[src/rtl/uart_pkg.sv]
// uart_pkg: shared types and defaults for the UART transmit queue
package uart_pkg;
  typedef enum logic {TXQ_IDLE, TXQ_WAIT_DONE} txq_state_t;
  localparam int UART_TXQ_DEPTH_DEF = 16;
  typedef logic [7:0] uart_byte_t;
endpackage

[src/rtl/uart_tx_fifo_if.sv]
// uart_tx_fifo_if: host push and transmitter launch signals; ovf/ovf_clr exist only with UART_TX_FIFO_OVF_EN
interface uart_tx_fifo_if #(parameter int DEPTH = uart_pkg::UART_TXQ_DEPTH_DEF);
  import uart_pkg::*;
  localparam int ADDR_W = $clog2(DEPTH);
  logic wr_en;
  uart_byte_t wr_data;
  logic full;
  logic empty;
  logic [ADDR_W:0] count;
  logic tx_start;
  uart_byte_t tx_data;
  logic tx_busy;
  logic tx_done;
`ifdef UART_TX_FIFO_OVF_EN
  logic ovf;
  logic ovf_clr;
  modport master (output wr_en, wr_data, tx_busy, tx_done, ovf_clr,
                  input full, empty, count, tx_start, tx_data, ovf);
  modport slave (input wr_en, wr_data, tx_busy, tx_done, ovf_clr,
                 output full, empty, count, tx_start, tx_data, ovf);
`else
  modport master (output wr_en, wr_data, tx_busy, tx_done,
                  input full, empty, count, tx_start, tx_data);
  modport slave (input wr_en, wr_data, tx_busy, tx_done,
                 output full, empty, count, tx_start, tx_data);
`endif
endinterface

[src/rtl/uart_sync_fifo.sv]
// uart_sync_fifo: circular byte FIFO with registered count/full/empty and combinational head read
module uart_sync_fifo import uart_pkg::*; #(
  parameter int DEPTH = UART_TXQ_DEPTH_DEF
) (
  input  logic                     clk,
  input  logic                     reset_n,
  input  logic                     push,
  input  uart_byte_t               wr_data,
  input  logic                     pop,
  output uart_byte_t               rd_data,
  output logic                     full,
  output logic                     empty,
  output logic [$clog2(DEPTH):0]   count
);
  localparam int ADDR_W = $clog2(DEPTH);
  uart_byte_t mem [DEPTH];
  logic [ADDR_W-1:0] wr_ptr;
  logic [ADDR_W-1:0] rd_ptr;
  logic [ADDR_W:0] count_nxt;
  logic push_ok;
  logic pop_ok;
  assign push_ok = push && !full;
  assign pop_ok = pop && !empty;
  assign count_nxt = count + (ADDR_W+1)'(push_ok) - (ADDR_W+1)'(pop_ok);
  assign rd_data = mem[rd_ptr];
  // storage is deliberately unreset; only the pointers define what is valid
  always_ff @(posedge clk)
    if (push_ok) mem[wr_ptr] <= wr_data;
  // pointers advance on accepted transfers; flags are registered copies of the next count
  always_ff @(posedge clk or negedge reset_n)
    if (!reset_n) begin
      wr_ptr <= '0;
      rd_ptr <= '0;
      count <= '0;
      full <= 1'b0;
      empty <= 1'b1;
    end else begin
      if (push_ok) wr_ptr <= wr_ptr + ADDR_W'(1);
      if (pop_ok) rd_ptr <= rd_ptr + ADDR_W'(1);
      count <= count_nxt;
      full <= count_nxt == (ADDR_W+1)'(DEPTH);
      empty <= count_nxt == '0;
    end
endmodule

[src/rtl/uart_tx_fifo.sv]
// uart_tx_fifo: byte queue feeding a UART transmitter one launch at a time; UART_TX_FIFO_OVF_EN adds a sticky overflow flag
module uart_tx_fifo import uart_pkg::*; #(
  parameter int DEPTH = UART_TXQ_DEPTH_DEF
) (
  input logic          clk,
  input logic          reset_n,
  uart_tx_fifo_if.slave bus
);
  txq_state_t state;
  uart_byte_t rd_data;
  logic launch;
  assign launch = state == TXQ_IDLE && !bus.empty && !bus.tx_busy;
  uart_sync_fifo #(.DEPTH(DEPTH)) u_fifo (
    .clk(clk),
    .reset_n(reset_n),
    .push(bus.wr_en),
    .wr_data(bus.wr_data),
    .pop(launch),
    .rd_data(rd_data),
    .full(bus.full),
    .empty(bus.empty),
    .count(bus.count)
  );
  // launch sequencer: one-cycle tx_start with the head byte, then hold until the transmitter reports done
  always_ff @(posedge clk or negedge reset_n)
    if (!reset_n) begin
      state <= TXQ_IDLE;
      bus.tx_start <= 1'b0;
      bus.tx_data <= '0;
    end else if (state == TXQ_IDLE) begin
      if (launch) begin
        bus.tx_start <= 1'b1;
        bus.tx_data <= rd_data;
        state <= TXQ_WAIT_DONE;
      end
    end else begin
      bus.tx_start <= 1'b0;
      if (bus.tx_done) state <= TXQ_IDLE;
    end
`ifdef UART_TX_FIFO_OVF_EN
  // sticky overflow: any push attempt while full sets it, and a set beats a same-cycle clear
  always_ff @(posedge clk or negedge reset_n)
    if (!reset_n) bus.ovf <= 1'b0;
    else if (bus.wr_en && bus.full) bus.ovf <= 1'b1;
    else if (bus.ovf_clr) bus.ovf <= 1'b0;
`endif
endmodule

[src/flat_wrapper.sv]
// flat-port wrapper written by rule: the top's interface ports become plain ports
module uart_tx_fifo_flat import uart_pkg::*;
#(
  parameter int DEPTH = UART_TXQ_DEPTH_DEF
)
  (clk, reset_n, bus_wr_en, bus_wr_data, bus_tx_busy, bus_tx_done, bus_full, bus_empty, bus_count, bus_tx_start, bus_tx_data);
  uart_tx_fifo_if #(.DEPTH(DEPTH)) bus_i ();
  input logic clk;
  input logic reset_n;
  input wire logic [$bits(bus_i.wr_en)-1:0] bus_wr_en;
  input wire logic [$bits(bus_i.wr_data)-1:0] bus_wr_data;
  input wire logic [$bits(bus_i.tx_busy)-1:0] bus_tx_busy;
  input wire logic [$bits(bus_i.tx_done)-1:0] bus_tx_done;
  output wire logic [$bits(bus_i.full)-1:0] bus_full;
  output wire logic [$bits(bus_i.empty)-1:0] bus_empty;
  output wire logic [$bits(bus_i.count)-1:0] bus_count;
  output wire logic [$bits(bus_i.tx_start)-1:0] bus_tx_start;
  output wire logic [$bits(bus_i.tx_data)-1:0] bus_tx_data;
  assign bus_i.wr_en = bus_wr_en;
  assign bus_i.wr_data = bus_wr_data;
  assign bus_i.tx_busy = bus_tx_busy;
  assign bus_i.tx_done = bus_tx_done;
  assign bus_full = bus_i.full;
  assign bus_empty = bus_i.empty;
  assign bus_count = bus_i.count;
  assign bus_tx_start = bus_i.tx_start;
  assign bus_tx_data = bus_i.tx_data;
  uart_tx_fifo #(.DEPTH(DEPTH)) u_core (.clk(clk), .reset_n(reset_n), .bus(bus_i));
endmodule
[config.mk]
export PLATFORM = sky130hd
export DESIGN_NAME = uart_tx_fifo_flat
export DESIGN_NICKNAME = d
export VERILOG_FILES = /design/src/rtl/uart_pkg.sv /design/src/rtl/uart_tx_fifo_if.sv /design/src/rtl/uart_sync_fifo.sv /design/src/rtl/uart_tx_fifo.sv /design/src/flat_wrapper.sv
export SDC_FILE = /design/constraint.sdc
export NUM_CORES = 1
export LEC_CHECK = 0
export ABC_CLOCK_PERIOD_IN_PS = 4700
export CAP_MARGIN = 30
export CORE_MARGIN = 5
export CORE_UTILIZATION = 40
export DETAILED_ROUTE_END_ITERATION = 16
export DONT_BUFFER_PORTS = 1
export GPL_TIMING_DRIVEN = 0
export PLACE_DENSITY_LB_ADDON = 0.25
export SYNTH_ARGS = -nofsm -noshare
export SYNTH_HDL_FRONTEND = slang
export SYNTH_SLANG_ARGS = --single-unit
[constraint.sdc]
create_clock -name clk -period 4.7 [get_ports clk]
set_input_delay 1.41 -clock clk [delete_from_list [all_inputs] [get_ports clk]]
set_output_delay 1.41 -clock clk [all_outputs]
set_load 0.02 [all_outputs]
==> results of run 1 <==
-- cell families after synthesis --
| group | after synthesis | share of synthesized area |
|---|---|---|
| mux | 48 | 0.147 |
| xor+xnor | 9 | 0.0128 |
| fa+ha+maj | 11 | 0.0236 |
| buf+inv | 28 | 0.0275 |
| flops | 153 | 0.728 |
| compound gates | 17 | 0.0198 |
| simple gates | 53 | 0.0409 |
-- layout by cell type, fill, tap and decap left out, types with 8 or more instances in the layout --
master     synthesis  final
nand2_1           19     19
mux4_2            21     21
clkbuf_16          0     17
xnor2_1            8      8
mux4_1            10     10
mux2i_1           17     17
edfxtp_1         128    128
ha_1              10     10
nor2_1            13     13
inv_1             12     12
dfrtp_1           24     24
-- metrics by stage --
step | worst slack (ns) | hold WS [ns] | std cells
detailed placement | 0.784 | 0.517 | 512
global placement | 0.852 | 0.510 | 507
CTS | 1.22 | 0.530 | 544
floorplan | 1.21 | 0.478 | 319
global route | 1.00 | 0.554 | 544
finish | 1.24 | 0.531 | 544
-- final cells by class --
| type | count | area, µm² |
|---|---|---|
| fill | 1245 | 8100 |
| sequential | 153 | 4470 |
| multi-input combinational | 138 | 1500 |
| clock buffer | 19 | 443 |
| tap | 188 | 235 |
| clock inverter | 13 | 194 |
| buffer | 15 | 120 |
| inverter | 13 | 48.8 |
| timing repair buffer | 5 | 30.0 |
-- per-layer routing --
metal	routed length [µm]	share of wire	GRT usage	up-vias
li1	-	-	-	1307
met1	5520	0.45	0.204	1514
met2	5710	0.46	0.221	74
met3	865	0.070	0.0518	16
met4	256	0.021	0.0669	0
met5	0	0	0	-
-- synthesized netlist by cell type --
master | instances | share of area
edfxtp_1 | 128 | 0.63
dfrtp_1 | 24 | 0.098
mux4_2 | 21 | 0.077
nand2_1 | 19 | 0.012
mux2i_1 | 17 | 0.028
nor2_1 | 13 | 0.0079
inv_1 | 12 | 0.0073
ha_1 | 10 | 0.020
mux4_1 | 10 | 0.043
xnor2_1 | 8 | 0.011
o221ai_1 | 7 | 0.010
buf_2 | 4 | 0.0033
clkbuf_1 | 4 | 0.0024
nor3_1 | 4 | 0.0033
buf_4 | 3 | 0.0037
nand2b_1 | 3 | 0.0031
o21ai_0 | 3 | 0.0024
a21o_1 | 2 | 0.0024
a21oi_1 | 2 | 0.0016
buf_12 | 2 | 0.0065
buf_6 | 2 | 0.0037
nand3_1 | 2 | 0.0016
nand4_1 | 2 | 0.0020
nor2b_1 | 2 | 0.0020
nor4_1 | 2 | 0.0020
a21boi_0 | 1 | 0.0012
and3_1 | 1 | 0.0010
dfstp_2 | 1 | 0.0043
fa_1 | 1 | 0.0033
inv_2 | 1 | 0.00061
nand3b_1 | 1 | 0.0012
nor3b_1 | 1 | 0.0012
o211ai_1 | 1 | 0.0012
o21ai_1 | 1 | 0.00081
or2_0 | 1 | 0.0010
or3_1 | 1 | 0.0010
or3_4 | 1 | 0.0018
xor2_1 | 1 | 0.0014
-- final timing paths --
check | from | end | slack, ns | cells past startpoint
setup / recovery | bus_wr_en | u_core.u_fifo.empty$_DFF_PN1_ | 1.24 | 12
hold / removal | u_core.u_fifo.rd_ptr[3]$_DFFE_PN0P_ | u_core.u_fifo.rd_ptr[3]$_DFFE_PN0P_ | 0.53 | 1
setup reg to reg | u_core.u_fifo.full$_DFF_PN0_ | u_core.u_fifo.empty$_DFF_PN1_ | 1.75 | 12
hold reg to reg | u_core.u_fifo.rd_ptr[3]$_DFFE_PN0P_ | u_core.u_fifo.rd_ptr[3]$_DFFE_PN0P_ | 0.53 | 1
max in group asynchronous | reset_n | u_core.u_fifo.empty$_DFF_PN1_ | 3.85 | 0
min in group asynchronous | reset_n | u_core.u_fifo.wr_ptr[3]$_DFFE_PN0P_ | 0.67 | 0
-- power groups by stage --
stage                     Clock [µW]  Sequential (µW)  Combinational [µW]
after CTS                       1480             1900                1320
final                           1450             1900                1300
after detailed placement           0             1930                1320
after global routing            1540             1930                1440
after global placement             0             1920                1290
after floorplan                    0             1890                 988
-- flip-flops by register name, indices dropped and copies added, names as in the netlist --
| name | cells |
|---|---|
| u_core.bus.tx_data | 8 |
| u_core.u_fifo.rd_ptr | 4 |
| u_core.u_fifo.mem | 128 |
| u_core.state | 1 |
| u_core.u_fifo.wr_ptr | 4 |
| u_core.bus.tx_start | 1 |
| u_core.u_fifo.count | 5 |
| u_core.u_fifo.empty | 1 |
| u_core.u_fifo.full | 1 |
==> key figures, run 1 <==
Global routing
  – All-Layer GR Usage: 0.150
  – GRT Residual Overflow: 0
  – First-pass GRT wire length: roughly 19000 µm
  – Initial antenna violation count: 0
  – Largest net degree at the start of global routing: 26
  – Vias in the first global route: ~3000

STA
  – Final count of hold timing violations: 0
  – Final Slew Violations: 0
  – Unrepaired setup endpoints after global routing: false
  – Final Skew: 0.0126 ns
  – # setup viols final: 0
  – Final worst path period share: 0.736
  – Fmax: between 200 and 300 MHz
  – Fin crit period: 3.46 ns
  – Actual slew at the worst max-slew pin: approximately 0.95 ns
  – Setup_tns: 0 ns
  – Slew HR: 0.364

Power and ir drop
  – Net Sw Power: 1450 µW
  – Internal power: 3200 µW
  – Switching Share: 0.312
  – Leak pwr: roughly 0.0025 µW
  – Combinational Power Share: 0.280
  – Pwr Density: roughly 660 nW/µm²
  – Worst VDD drop: between 300 and 400 µV
  – Flop pwr share: 0.408
  – Clock network power share: 0.312
  – Total chip power: 4650 µW

Clock tree
  – Post-cts resize count: 0
  – Hold Buf Count CTS: 0
  – CTS tree: yes
  – Sinks on Clock Net: between 150 and 200
  – Reg clk slew, reported paths: 0.06 ns
  – Setup Buffers After CTS: 0
  – Longest Clk Path Bufs: 2
  – Clock Latency Late Sink: between 0.4 and 0.5 ns
  – Root Driver: clkbuf_16
  – H-tree levels: 4
  – CTS Buf Count: 17

Setup path
  – CP Data Required Time: around 5 ns
  – Worst-path maximum fanout: 9
  – Arr. time, crit path: 3.77 ns
  – CP Capture Type: register
  – CP Cell Sequence: nor2b_1 -> clkbuf_1 -> inv_1 -> ha_1 -> inv_1 -> ha_1 -> inv_1 -> fa_1 -> nor2b_1 -> o21ai_0 -> nor3b_1 -> nor4_1
  – WP buf/inv: 4
  – CP Class: input port to register
  – Worst setup SP type: input port
  – CP delay by family, top: adder cells
  – Most frequent CP cell: inv_1
  – Slowest CP cell: clkbuf_1
  – Biggest cell delay along the critical path: 0.40 ns

Synth
  – Synthesis Warnings: 0
  – Cells after Synth: ~320
  – Mapped Nets: ~340
  – Avg Synthesized Cell Area: between 15 and 20 µm²
  – Synth Register Bits: ~150
  – Post-synthesis sequential area ratio: 0.728
  – Synth cell types: 38
  – Synthesized area: roughly 6100 µm²

Placement
  – Post-detail-place hpwl: 8170 µm
  – RePlAce Congestion: about 0.77
  – DP Area: about 6400 µm²
  – IO Port Bufs: 0

Drt
  – Initial DRC Count: ~230
  – First-pass DRT Iterations: 4
  – Post-Route WL: roughly 12000 µm
  – Drt drc: 0
  – DR vias: roughly 2900
  – Vias/cell: 5.35
  – Final ANT Viol Nets: 0
  – WL/cell: between 20 and 25 µm

Final layout
  – Final Cell Area: ~7000 µm²
  – Diodes inserted: 0
  – Layout Utilization: 0.465
  – Layout cells sized above 1: 0.199
  – Net count, final: approximately 370
  – Area grow syn2layout: 14.7%

Floorplanning
  – Die area: approximately 18000 µm²
  – Die Wd: about 130 µm
  – Core ar.: 15100 µm²
  – Initial Util: 0.406
  – # rows: 45
  – Io pins: 29
  – Die H: 134 µm

Min path
  – Worst min path class: register to register

Run
  – Max Cap Violations: 0

Status
  – Status: finished clean
(Power assumes the default switching activity.)
==> inputs of run 2 (changes only) <==
- ABC_CLOCK_PERIOD_IN_PS: 4700 -> 3070
- clock period: 4.7 -> 3.07 ns (I/O delays scaled with it)
==> run 2 against run 1 <==
Sequential power is 53% higher. Global-route usage stayed put. Core utilization hardly changed.
==> key figures, run 2 (same netlist as run 1, synthesis figures left out) <==
Final layout
  – Max reg flops: 128 (unchanged)
  – Area grow syn2layout: 14.7% (about the same)
  – Diodes inserted: 0 (unchanged)
  – Layout cells sized above 1: 0.202 (was 0.199)
  – Biggest regs: u_core.u_fifo.mem: 128 flops, u_core.bus.tx_data: 8 flops, u_core.u_fifo.count: 5 flops (unchanged)
  – Final Cell Area: 7050 µm² (was 7040 µm²)
  – Multi-input gate area: 1500 µm² (unchanged)
  – Fillers: 1245 (unchanged)
  – Net count, final: 367 (unchanged)
  – Most common cell after layout, fill and taps aside: edfxtp_1 (unchanged)
  – Biggest register: u_core.u_fifo.mem (unchanged)
  – Most frequent cells in the layout: 128 x edfxtp_1, 24 x dfrtp_1, 21 x mux4_2, 19 x nand2_1 (unchanged)
  – Register area: 4470 µm² (unchanged)
  – Layout Utilization: 0.465 (about the same)

Setup path
  – Arr. time, crit path: 3.12 ns (was 3.77 ns)
  – CP Class: input port to register (unchanged)
  – Most frequent CP cell: inv_1 (unchanged)
  – Worst r2r dst: u_core.u_fifo.empty$_DFF_PN1_ (unchanged)
  – WP buf/inv: 4 (unchanged)
  – R2R depth: 12 (unchanged)
  – WP depth: 12 (unchanged)
  – Slowest CP cell: fa_1 (was clkbuf_1)
  – CP delay by family, top: adder cells (unchanged)
  – CP Capture Type: register (unchanged)
  – CP Cell Sequence: nor2b_1 -> clkbuf_2 -> inv_1 -> ha_1 -> inv_1 -> ha_1 -> inv_1 -> fa_1 -> nor2b_1 -> o21ai_0 -> nor3b_1 -> nor4_1 (was nor2b_1 -> clkbuf_1 -> inv_1 -> ha_1 -> inv_1 -> ha_1 -> inv_1 -> fa_1 -> nor2b_1 -> o21ai_0 -> nor3b_1 -> nor4_1)
  – Worst-path maximum fanout: 9 (unchanged)
  – Worst R2R Setup Slack: 0.28 ns (was 1.75 ns)
  – CP Data Required Time: 3.38 ns (was 5.01 ns)
  – Worst setup SP type: input port (unchanged)
  – Biggest cell delay along the critical path: 0.40 ns (about the same)
  – Launch point of the worst reg-to-reg path: u_core.u_fifo.full$_DFF_PN0_ (unchanged)

Clock tree
  – Clock Latency Late Sink: 0.43 ns (about the same)
  – Sinks on Clock Net: 153 (unchanged)
  – Reg clk slew, reported paths: 0.06 ns (about the same)
  – CTS Buf Count: 17 (unchanged)
  – CTS tree: yes (unchanged)
  – Hold Buf Count CTS: 0 (unchanged)
  – H-tree levels: 4 (unchanged)
  – Root Driver: clkbuf_16 (unchanged)
  – Setup Buffers After CTS: 0 (unchanged)
  – Longest Clk Path Bufs: 2 (unchanged)
  – Post-cts resize count: 0 (unchanged)

Power and ir drop
  – Internal power: 4900 µW (was 3200 µW)
  – Flop pwr share: 0.408 (about the same)
  – Leak pwr: 0.00246 µW (about the same)
  – Combinational Power Share: 0.280 (about the same)
  – Worst VDD drop: 502 µV (was 328 µV)
  – Clock network power share: 0.312 (about the same)
  – Total chip power: 7120 µW (was 4650 µW)
  – Switching Share: 0.312 (about the same)
  – Pwr Density: 1010 nW/µm² (was 660 nW/µm²)
  – Net Sw Power: 2220 µW (was 1450 µW)

STA
  – Final count of hold timing violations: 0 (unchanged)
  – Final Slew Violations: 0 (unchanged)
  – Fmax: about 360 MHz
  – Unrepaired setup endpoints after global routing: false (unchanged)
  – Final Skew: 0.0156 ns (was 0.0126 ns)
  – Final worst path period share: 0.915
  – Fin crit period: between 2 and 3 ns
  – # setup viols final: 0 (unchanged)
  – Slew HR: 0.361 (was 0.364)
  – Actual slew at the worst max-slew pin: 0.951 ns (was 0.947 ns)

Drt
  – WL/cell: 22.7 µm (about the same)
  – Final ANT Viol Nets: 0 (unchanged)
  – Drt drc: 0 (unchanged)
  – First-pass DRT Iterations: 4 (unchanged)
  – Post-Route WL: 12400 µm (was 12300 µm)
  – DR vias: 2925 (was 2911)
  – Initial DRC Count: 228 (unchanged)
  – Vias/cell: 5.38 (was 5.35)

Placement
  – RePlAce Congestion: 0.768 (unchanged)
  – IO Port Bufs: 0 (unchanged)
  – Post-detail-place hpwl: 8170 µm (unchanged)
  – DP Area: 6410 µm² (unchanged)

Global routing
  – Met2 Use GR: 0.221 (unchanged)
  – Vias in the first global route: 3006 (unchanged)
  – First-pass GRT wire length: 19000 µm (unchanged)
  – All-Layer GR Usage: 0.150 (unchanged)
  – Met3 Track Usage GR: 0.0518 (unchanged)
  – Initial antenna violation count: 0 (unchanged)
  – Largest net degree at the start of global routing: 26 (unchanged)
  – Met1 GRT Util: 0.204 (unchanged)
  – Most Crowded Layer GR: met2 (unchanged)
  – GRT Residual Overflow: 0 (unchanged)

Floorplanning
  – Die Wd: 134 µm (unchanged)
  – Core ar.: 15100 µm² (unchanged)
  – # rows: 45 (unchanged)
  – Die H: 134 µm (unchanged)
  – Die area: 17900 µm² (unchanged)
  – Initial Util: 0.406 (unchanged)
  – Io pins: 29 (unchanged)

Min path
  – Worst min path class: input port to asynchronous set/reset pin (was register to register)

Status
  – Status: finished clean (unchanged)

Run
  – Max Cap Violations: 0 (unchanged)
## run 2: cell count changes in the layout (fill, tap and decap cells not counted)
cell,delta
clkbuf_1,-1
clkbuf_2,+1
## run 2: stage by stage
stage / instances / TNS, ns / worst slack [ns] / hold slack (ns)
finish: 544 / 0 / 0.261 / 0.182
detailed placement: 512 / -1.09 / -0.357 / 0.517
global placement: 507 / -3.37 / -0.289 / 0.510
floorplan: 319 / 0 / 0.0673 / 0.478
CTS: 544 / 0 / 0.0778 / 0.170
global route: 544 / 0 / 0.0548 / 0.161
## run 2: area by class of cell
type	count	area share
Multi-Input combinational cell	138	0.213
Buffer	15	0.0172
Timing Repair Buffer	5	0.00426
Inverter	13	0.00693
Sequential cell	153	0.635
Clock buffer	19	0.0629
Tap cell	188	0.0334
Clock inverter	13	0.0275
## run 2: power groups by stage
stage	sequential (µW)	combinational, µW	clock, µW
finish	2910	1990	2220
global route	2950	2200	2360
CTS	2910	2030	2260
detailed placement	2950	2020	0
global placement	2940	1970	0
floorplan	2890	1510	0
## run 2: layer usage
layer / share of wire / wire, µm / up-vias
li1: - / - / 1306
met1: 0.44 / 5390 / 1520
met2: 0.47 / 5810 / 83
met3: 0.073 / 901 / 16
met4: 0.020 / 250 / 0
met5: 0 / 0 / -
## run 2: worst max-delay path by stage
stage,slack (ns),end,startpoint
2_1_floorplan,0.07,u_core.u_fifo.full$_DFF_PN0_,bus_wr_en
3_3_place_gp,-0.29,u_core.u_fifo.empty$_DFF_PN1_,bus_wr_en
3_5_place_dp,-0.36,u_core.u_fifo.empty$_DFF_PN1_,bus_wr_en
4_1_cts,0.08,u_core.u_fifo.empty$_DFF_PN1_,u_core.u_fifo.full$_DFF_PN0_
5_1_grt,0.05,u_core.u_fifo.empty$_DFF_PN1_,u_core.u_fifo.full$_DFF_PN0_
6_report,0.26,u_core.u_fifo.empty$_DFF_PN1_,bus_wr_en
